--- src/rtl/key_debounce.sv ---
// key_debounce: eight-key debouncer with press-pulse detection and optional
// sticky press-pending flags plus an interrupt request.
// Optional feature macro: KEY_DEBOUNCE_IRQ_EN builds pend/clr/irq. Without it,
// pend and irq are tied low and clr/clr_mask are ignored.
// Each raw key is double-flopped, then has to hold its new level for
// DB_CYCLES consecutive synchronized samples before key_db follows it.
module key_debounce #(
    parameter int DB_CYCLES = 500000,
    parameter int CNT_WIDTH = 20
) (
    input  logic       clk,
    input  logic       rst_n,
    input  logic [7:0] key_raw,
    output logic [7:0] key_db,
    output logic [7:0] key_press,
    output logic [7:0] pend,
    input  logic       clr,
    input  logic [7:0] clr_mask,
    output logic       irq
);

    localparam logic [CNT_WIDTH-1:0] CNT_LAST = CNT_WIDTH'(DB_CYCLES - 1);
    localparam logic [CNT_WIDTH-1:0] CNT_ONE  = CNT_WIDTH'(1);

    logic [7:0]           sync_q1;
    logic [7:0]           sync_q2;
    logic [CNT_WIDTH-1:0] cnt_q [8];
    logic [7:0]           differ;
    logic [7:0]           accept;

    // Two-flop synchronizer; released level (1) is the reset value.
    always_ff @(posedge clk or negedge rst_n) begin
        if (!rst_n) begin
            sync_q1 <= 8'hFF;
            sync_q2 <= 8'hFF;
        end else begin
            sync_q1 <= key_raw;
            sync_q2 <= sync_q1;
        end
    end

    // A key is accepted when it has differed from key_db for the full window.
    always_comb begin
        differ = sync_q2 ^ key_db;
        accept = '0;
        for (int i = 0; i < 8; i++) begin
            accept[i] = differ[i] && (cnt_q[i] == CNT_LAST);
        end
    end

    // Per-key stability counters: any agreement with key_db restarts the
    // window, and acceptance clears the count, so the counter never wraps.
    always_ff @(posedge clk or negedge rst_n) begin
        if (!rst_n) begin
            for (int i = 0; i < 8; i++) begin
                cnt_q[i] <= '0;
            end
        end else begin
            for (int i = 0; i < 8; i++) begin
                if (!differ[i] || accept[i]) begin
                    cnt_q[i] <= '0;
                end else begin
                    cnt_q[i] <= cnt_q[i] + CNT_ONE;
                end
            end
        end
    end

    // Debounced level and press pulse update on the same edge, so key_press
    // is high exactly in the first cycle key_db shows the new low level.
    always_ff @(posedge clk or negedge rst_n) begin
        if (!rst_n) begin
            key_db    <= 8'hFF;
            key_press <= 8'h00;
        end else begin
            key_db    <= (key_db & ~accept) | (sync_q2 & accept);
            key_press <= accept & ~sync_q2;
        end
    end

`ifdef KEY_DEBOUNCE_IRQ_EN
    // Sticky pending flags; a new press wins over a coincident clear.
    always_ff @(posedge clk or negedge rst_n) begin
        if (!rst_n) begin
            pend <= 8'h00;
        end else begin
            pend <= (pend & ~(clr ? clr_mask : 8'h00)) | key_press;
        end
    end

    // Interrupt is a pure OR of the pending register.
    always_comb begin
        irq = |pend;
    end
`else
    logic unused_clr;

    // Pending/interrupt logic not built: outputs tied low, bus clear ignored.
    always_comb begin
        pend       = 8'h00;
        irq        = 1'b0;
        unused_clr = ^{clr, clr_mask};
    end
`endif

endmodule
--- config.mk ---
export PLATFORM = sky130hd
export DESIGN_NAME = key_debounce
export DESIGN_NICKNAME = d
export VERILOG_FILES = /design/src/rtl/key_debounce.sv
export SDC_FILE = /design/constraint.sdc
export NUM_CORES = 1
export LEC_CHECK = 0
export ABC_AREA = 1
export CORE_MARGIN = 5
export CORE_UTILIZATION = 50
export DETAILED_ROUTE_END_ITERATION = 16
export PLACE_DENSITY_LB_ADDON = 0.2
export SLEW_MARGIN = 10
export SYNTH_ARGS = -nofsm -noshare
export SYNTH_HDL_FRONTEND = slang
export SYNTH_SLANG_ARGS = --single-unit
export TNS_END_PERCENT = 100
--- constraint.sdc ---
create_clock -name clk -period 4.1 [get_ports clk]
set_input_delay 0.82 -clock clk [delete_from_list [all_inputs] [get_ports clk]]
set_output_delay 0.82 -clock clk [all_outputs]
set_load 0.01 [all_outputs]
==> metrics.md, run 1 <==
| Metric | Value |
|---|---|
| Result of the run | `finished clean` |
| Buffer type at the clock tree root | `clkbuf_16` |
| Via count | `7641` |
| Largest delay share family, worst path | `buffers and inverters` |
| Arr. time, crit path | `1550 ps` |
| Kind of capture point of the worst setup path | `primary output` |
| Number of top-level design ports | `44` |
| Standard-cell rows | `52` |
| Part of the Yosys area used for sequential elements | `47.29%` |
| Average cell area after synthesis | `7.845 sq um` |
| Pin count of the biggest net entering global routing | `111` |
| Number of nets in the layout | `1368` |
| Total length of routed wires | `17790 um` |
| Share of Yosys cell area claimed by the top area cell type | `41.13%` |
| DRC Markers | `0` |
| Final cell utilization of the core | `55.81%` |
| Setup violators final | `0` |
| Unrepaired setup endpoints after global routing | `no` |
| Total track usage | `15.97%` |
| TritonCTS clock tree | `done` |
| Hold path startpoint | `sync_q1[0]` |
| Synth-to-Final Area Change | `10.11%` |
| Routed len/inst | `10.95 um` |
| Residual overflow from global routing | `0` |
| Flop and latch count out of synthesis | `192` |
| Summed instance area of the synthesized netlist | `10220 sq um` |
| Total CTS buffers | `17` |
| Chip Height | `153.0 um` |
| Highest attainable clock frequency | `421.1 MHz` |
| H-tree lvl count | `4` |
| Start-to-end type of the worst setup path | `flop to primary output` |
| Critical Path Fanout Max | `4` |
| Cts repair resizes | `0` |
| TritonRoute pass-1 iters | `4` |
| Number of enable-type register cells in the synthesized netlist | `0` |
| Vias in the first global route | `7161` |
| Count of antenna-violating nets left after detailed routing | `0` |
| Hold endpoint | `sync_q2[0]` |
| Initial DRC Count | `377` |
| Setup TNS | `0 ps` |
| Reg2reg setup slack | `2330 ps` |
| Startpoint of the worst register-to-register path | `cnt_q[140]` |
| Final weighted congestion in routability-driven placement | `0.8399` |
| TritonCTS Sinks | `192` |
| Overall power of the completed layout | `3.641 mW` |
| Area enclosed by the die boundary | `23400 sq um` |
| Data required, critical path | `3280 ps` |
| RR Endpoint | `cnt_q[149]` |
| Max-cap violations | `0` |
| Core region area | `20170 sq um` |
| Portion of total power attributed to sequential cells | `53.5%` |
| Fin. Hold Viols | `0` |
| Delay contributed by the slowest stage of the critical path | `570 ps` |
| Skew-Pair Late Insertion Delay | `430 ps` |
| DPL Wire Length | `12740 um` |
| Logic pwr share | `3.4%` |
| # diodes | `0` |
| Class of the tightest hold or removal check | `flop to flop` |
| Final standard cell area without fillers | `11260 sq um` |
| Normalized max-slew margin | `42.43%` |
| Max rail drop VDD | `0.0003129 V` |
| Net Sw Power | `0.8194 mW` |
| Worst slew pin tran | `863.6 ps` |
| Clock Tree Buf Depth | `2` |
| Input/output buffers | `25` |
| Power density of the placed cells | `323.5 nW/um^2` |
| Internal cell power | `2.822 mW` |
| Total cell area at the placement stage | `10700 sq um` |
| Cell breakdown of the critical path | `clkdlybuf4s50_1` |
| Net Sw Frac | `22.50%` |
| Detail-routed via count per cell | `4.705` |
| Number of antenna violations at the first check in global routing | `0` |
| Post-synth ARST share | `100.0%` |
| Top cell type by total area after synthesis | `dfrtp_1` |
| Fraction of final layout cells with drive strength greater than 1 | `11.45%` |
| Clock Power Share | `43.1%` |
| Library cell contributing the largest single delay on the critical path | `clkdlybuf4s50_1` |
| Kind of start point of the critical path | `flop` |
| First-pass GRT wire length | `32040 um` |
| Distinct cells, synth | `33` |
| CP bufs+invs | `1` |
| Max Clock Skew | `10.72 ps` |
| Register clock-pin slew on the reported worst setup and hold paths | `70 ps` |
| Leading register cell type out of synthesis | `dfrtp_1` |
| R2R cell count | `6` |
| Warnings from Yosys | `0` |
| Hold bufs inserted after CTS | `0` |
| Dominant cells by area after synthesis | `dfrtp_1 41%, nand2_1 11%, nor2_1 11%, dfstp_2 6.2%, xor2_1 5.7%` |
| Total of fill cells in the finished design | `1930` |
| Initial standard-cell utilization of the core | `50.68%` |
| Setup Buffers After CTS | `0` |
| Number of instances in the synthesized netlist | `1303` |
| Number of pins exceeding their max-slew limit in the final report | `0` |
| Leakage power figure | `5.002 nW` |
| Die boundary width | `153.0 um` |
| Cell depth of the worst min-delay path | `0` |
| Final critical-path share of the clock period | `57.92%` |
| Min Tclk post-route | `2375 ps` |
[synthesized netlist by cell type, types with 5 or more instances]
library cell	n
o21bai_1	5
nor4_1	5
xnor2_1	13
xor2_1	66
o21bai_2	5
buf_4	13
dfstp_2	24
nor2_2	40
nor2_1	300
o21ai_0	11
and2_1	5
nand4_1	7
ha_1	8
nor2_4	15
inv_1	150
nor3_1	19
or2_2	5
dfrtp_1	168
nand2_2	20
a21oi_1	21
nand2_1	300
nand3_1	82
[cell usage in the layout (no fill, tap or decap), types with 2 or more instances in the layout]
| cell type | instances |
|---|---|
| nand2_1 | 300 |
| nor2_1 | 300 |
| dfrtp_1 | 168 |
| inv_1 | 150 |
| nand3_1 | 82 |
| xor2_1 | 66 |
| nor2_2 | 40 |
| dfstp_2 | 24 |
| clkdlybuf4s50_1 | 24 |
| a21oi_1 | 21 |
| nand2_2 | 20 |
| nor3_1 | 19 |
| clkbuf_16 | 17 |
| nor2_4 | 15 |
| xnor2_1 | 13 |
| o21ai_0 | 11 |
| conb_1 | 9 |
| ha_1 | 8 |
| nand4_1 | 7 |
| clkinvlp_4 | 6 |
| o21bai_1 | 5 |
| nor4_1 | 5 |
| o21bai_2 | 5 |
| or2_2 | 5 |
| and2_1 | 5 |
| buf_4 | 5 |
| nand2_4 | 3 |
| clkbuf_1 | 3 |
| inv_6 | 3 |
| nand3_4 | 2 |
| nand3b_1 | 2 |
| nand3_2 | 2 |
| inv_2 | 2 |
| clkbuf_8 | 2 |
[registers in the layout, indices dropped and copies added, names as in the netlist, named ones only]
register   flops
sync_q1        8
cnt_q        160
sync_q2        8
key_press      8
[final cells by class]
cell class | count | area, sq um | share of cell area (%)
flip-flops and latches | 192 | 4835 | 42.95
clock buffers | 21 | 450.4 | 4.002
well taps | 270 | 337.8 | 3.001
clock inverters | 11 | 106.4 | 0.9449
repair buffers | 30 | 291.5 | 2.590
multi-input cells | 948 | 4664 | 41.44
inverters | 152 | 570.5 | 5.069
[cell families (layout without fill, tap and decap cells)]
group	Yosys count	in the layout	synth area share [%]
AO/OA/AOI/OAI	43	43	2.534
XOR/XNOR	80	80	6.928
adder cells (fa/ha/maj)	8	8	0.9792
buffers and inverters	171	214	7.368
flip-flops	192	192	47.29
other	1	9	0.03668
AND/OR/NAND/NOR	808	808	34.86
[metal layers]
metal	wire [um]	vias to the layer above	part of all wire (%)	GRT usage [%]
li1	-	4039	-	-
met1	9042	3521	51	22.31
met2	8131	69	46	25.94
met3	439	12	2.5	3.025
met4	177	0	0.99	3.903
met5	0	-	0	0
[power by group through the flow]
stage               Clock (mW)  Sequential (mW)  Combinational, mW
finish                    1.57             1.95              0.125
global route              1.72             1.95              0.148
CTS                       1.63             1.95              0.131
detailed placement           0             1.98              0.130
global placement             0             1.98              0.129
floorplan                    0             1.98             0.0807
[worst max-delay path by stage]
stage	from	to	slack (ps)	cells past startpoint
finish	flop	key_db[4]	1730	1
floorplan	cnt_q[120]	cnt_q[124]	2710	8
CTS	flop	key_db[4]	1690	1
detailed placement	flop	key_db[4]	2160	1
global placement	flop	key_db[4]	2170	1
global route	flop	key_db[4]	1670	1
[per-stage QoR]
step / cells / hold WS (ps) / worst slack, ps
2_1_floorplan: 1311 / 345.2 / 2715
3_3_place_gp: 1592 / 345.7 / 2168
3_5_place_dp: 1592 / 347.0 / 2164
4_1_cts: 1624 / 357.7 / 1691
5_1_grt: 1624 / 359.3 / 1674
6_report: 1624 / 356.6 / 1725
Power figures use the tool's default switching activity.
==> inputs of run 2 (changes only) <==
Clock period 4.1 ns to 2.3 ns, I/O delays scaled along.
==> metrics.md, run 2 (synthesized netlist as in run 1, its figures left out) <==
| Metric | Value |
|---|---|
| Count of placed standard cells including taps | `1591 (was 1592)` |
| First-pass GRT wire length | `32980 um (was 32040 um)` |
| Count of antenna-violating nets left after detailed routing | `0 (unchanged)` |
| Cell breakdown of the critical path | `clkdlybuf4s50_1 (unchanged)` |
| Arr. time, crit path | `1550 ps (about the same)` |
| CP bufs+invs | `1 (unchanged)` |
| Number of pins exceeding their max-slew limit in the final report | `0 (unchanged)` |
| Detail-routed via count per cell | `4.762 (was 4.705)` |
| Number of top-level design ports | `44 (unchanged)` |
| Power density of the placed cells | `577.4 nW/um^2 (was 323.5 nW/um^2)` |
| Overall power of the completed layout | `6.518 mW (was 3.641 mW)` |
| Via count | `7733 (was 7641)` |
| Total of fill cells in the finished design | `1918 (was 1930)` |
| Pin count of the biggest net entering global routing | `59 (was 111)` |
| H-tree lvl count | `4 (unchanged)` |
| Leakage power figure | `5.023 nW (was 5.002 nW)` |
| DRC Markers | `0 (unchanged)` |
| Class of the tightest hold or removal check | `flop to flop (unchanged)` |
| Core region area | `20170 sq um (unchanged)` |
| Highest attainable clock frequency | `498.1 MHz` |
| Buffer type at the clock tree root | `clkbuf_16 (unchanged)` |
| Normalized max-slew margin | `63.17% (was 42.43%)` |
| Input/output buffers | `25 (unchanged)` |
| Residual overflow from global routing | `0 (unchanged)` |
| Final weighted congestion in routability-driven placement | `0.8226 (was 0.8399)` |
| Post-Place Setup Slack | `558.5 ps (was 2164 ps)` |
| Gr busiest metal | `met2 (unchanged)` |
| Number of antenna violations at the first check in global routing | `0 (unchanged)` |
| Unrepaired setup endpoints after global routing | `no (unchanged)` |
| Met3 track demand over resource | `2.940% (was 3.025%)` |
| Area enclosed by the die boundary | `23400 sq um (unchanged)` |
| Critical Path Fanout Max | `4 (unchanged)` |
| Routed len/inst | `11.18 um (was 10.95 um)` |
| Final cell count without fillers | `1624 (unchanged)` |
| Die boundary width | `153.0 um (unchanged)` |
| Data required, critical path | `1840 ps (was 3280 ps)` |
| Standard-cell rows | `52 (unchanged)` |
| Worst slew pin tran | `552.0 ps (was 863.6 ps)` |
| Vias in the first global route | `7333 (was 7161)` |
| Kind of capture point of the worst setup path | `primary output (unchanged)` |
| TritonCTS Sinks | `192 (unchanged)` |
| Fraction of final layout cells with drive strength greater than 1 | `11.60% (was 11.45%)` |
| GR Layer Usage met2 | `26.81% (was 25.94%)` |
| Clock Tree Buf Depth | `2 (unchanged)` |
| # diodes | `0 (unchanged)` |
| Cts repair resizes | `0 (unchanged)` |
| Start-to-end type of the worst setup path | `flop to primary output (unchanged)` |
| Synth-to-Final Area Change | `10.43% (was 10.11%)` |
| Result of the run | `finished clean (unchanged)` |
| TritonRoute pass-1 iters | `4 (unchanged)` |
| GR met1 Demand/Resource | `22.74% (was 22.31%)` |
| Most frequent cells in the layout | `300 x nand2_1, 300 x nor2_1, 168 x dfrtp_1 (unchanged)` |
| Delay contributed by the slowest stage of the critical path | `560 ps (was 570 ps)` |
| Total CTS buffers | `17 (unchanged)` |
| Setup TNS | `0 ps (unchanged)` |
| Setup violators final | `0 (unchanged)` |
| TritonCTS clock tree | `done (unchanged)` |
| Fin. Hold Viols | `0 (unchanged)` |
| Final critical-path share of the clock period | `87.29%` |
| Min Tclk post-route | `2008 ps` |
| Max-cap violations | `0 (unchanged)` |
| Skew-Pair Late Insertion Delay | `440 ps (was 430 ps)` |
| Number of nets in the layout | `1368 (unchanged)` |
| Register clock-pin slew on the reported worst setup and hold paths | `70 ps (about the same)` |
| Library cell contributing the largest single delay on the critical path | `dfstp_2 (was clkdlybuf4s50_1)` |
| Max rail drop VDD | `0.0004634 V (was 0.0003129 V)` |
| Total track usage | `16.39% (was 15.97%)` |
| DPL Wire Length | `12960 um (was 12740 um)` |
| Initial standard-cell utilization of the core | `50.68% (unchanged)` |
| Kind of start point of the critical path | `flop (unchanged)` |
| Initial DRC Count | `429 (was 377)` |
| Chip Height | `153.0 um (unchanged)` |
| Number of flip-flops in the largest register | `160 (unchanged)` |
| Max Clock Skew | `14.72 ps (was 10.72 ps)` |
| Worst path setup slack after routing | `292.3 ps (was 1725 ps)` |
| Top register by number of flip-flops | `cnt_q (unchanged)` |
| Largest delay share family, worst path | `flip-flops (was buffers and inverters)` |
| Total length of routed wires | `18160 um (was 17790 um)` |
## run 2: cell types whose count changed in the layout (fill, tap and decap cells not counted)
cell and delta:
buf_4 -4, buf_12 +3, clkbuf_1 -3, inv_6 +3, clkinvlp_4 -2, inv_8 +2, bufinv_16 -1, clkbuf_8 -1
clkinv_2 +1, clkinv_4 +1, dlygate4sd3_1 +1
## run 2: final timing paths
path | startpoint | to | cells past startpoint | slack (ps)
max in group asynchronous | rst_n | asynchronous set/reset pin | 3 | 1050
max | flop | key_db[4] | 1 | 290
min in group asynchronous | rst_n | cnt_q[153] | 2 | 540
min reg2reg | sync_q1[7] | sync_q2[7] | 0 | 360
max reg2reg | cnt_q[80] | cnt_q[91] | 6 | 580
min | sync_q1[7] | sync_q2[7] | 0 | 360
## run 2: layout make-up
class	count	area, sq um	area share [%]
multi-input combinational	948	4664	41.32
clock inverter	15	123.9	1.097
inverter	152	570.5	5.054
tap	270	337.8	2.993
timing repair buffer	30	331.6	2.937
clock buffer	17	425.4	3.769
sequential	192	4835	42.83
## run 2: through the flow
| step | hold slack [ps] | cell area, sq um | util [%] |
|---|---|---|---|
| finish | 356.5 | 11290 | 55.97 |
| global route | 358.6 | 11290 | 55.97 |
| detailed placement | 346.8 | 10730 | 53.19 |
| global placement | 346.2 | 10730 | 53.19 |
| floorplan | 164.4 | 10250 | - |
| CTS | 357.7 | 11290 | 55.97 |
## run 2: what timing repair did
action / 4_1_cts / 5_1_grt
buffers inserted: 0 / 0
endpoints found under the hold margin: 35 / 0
hold buffers: 1 / 0
## run 2: routing by layer
layer  up-vias  wire length, um
met5         -                0
met4         0              167
met3        14              422
met2        60             8353
met1      3618             9213
li1       4041                -
## run 2: power breakdown
group	switching, mW	internal (mW)	leakage, nW
clock network	1.40	1.42	0.261
logic	0.161	0.0720	2.18
registers	0.0380	3.43	2.58
total	1.59	4.92	5.02
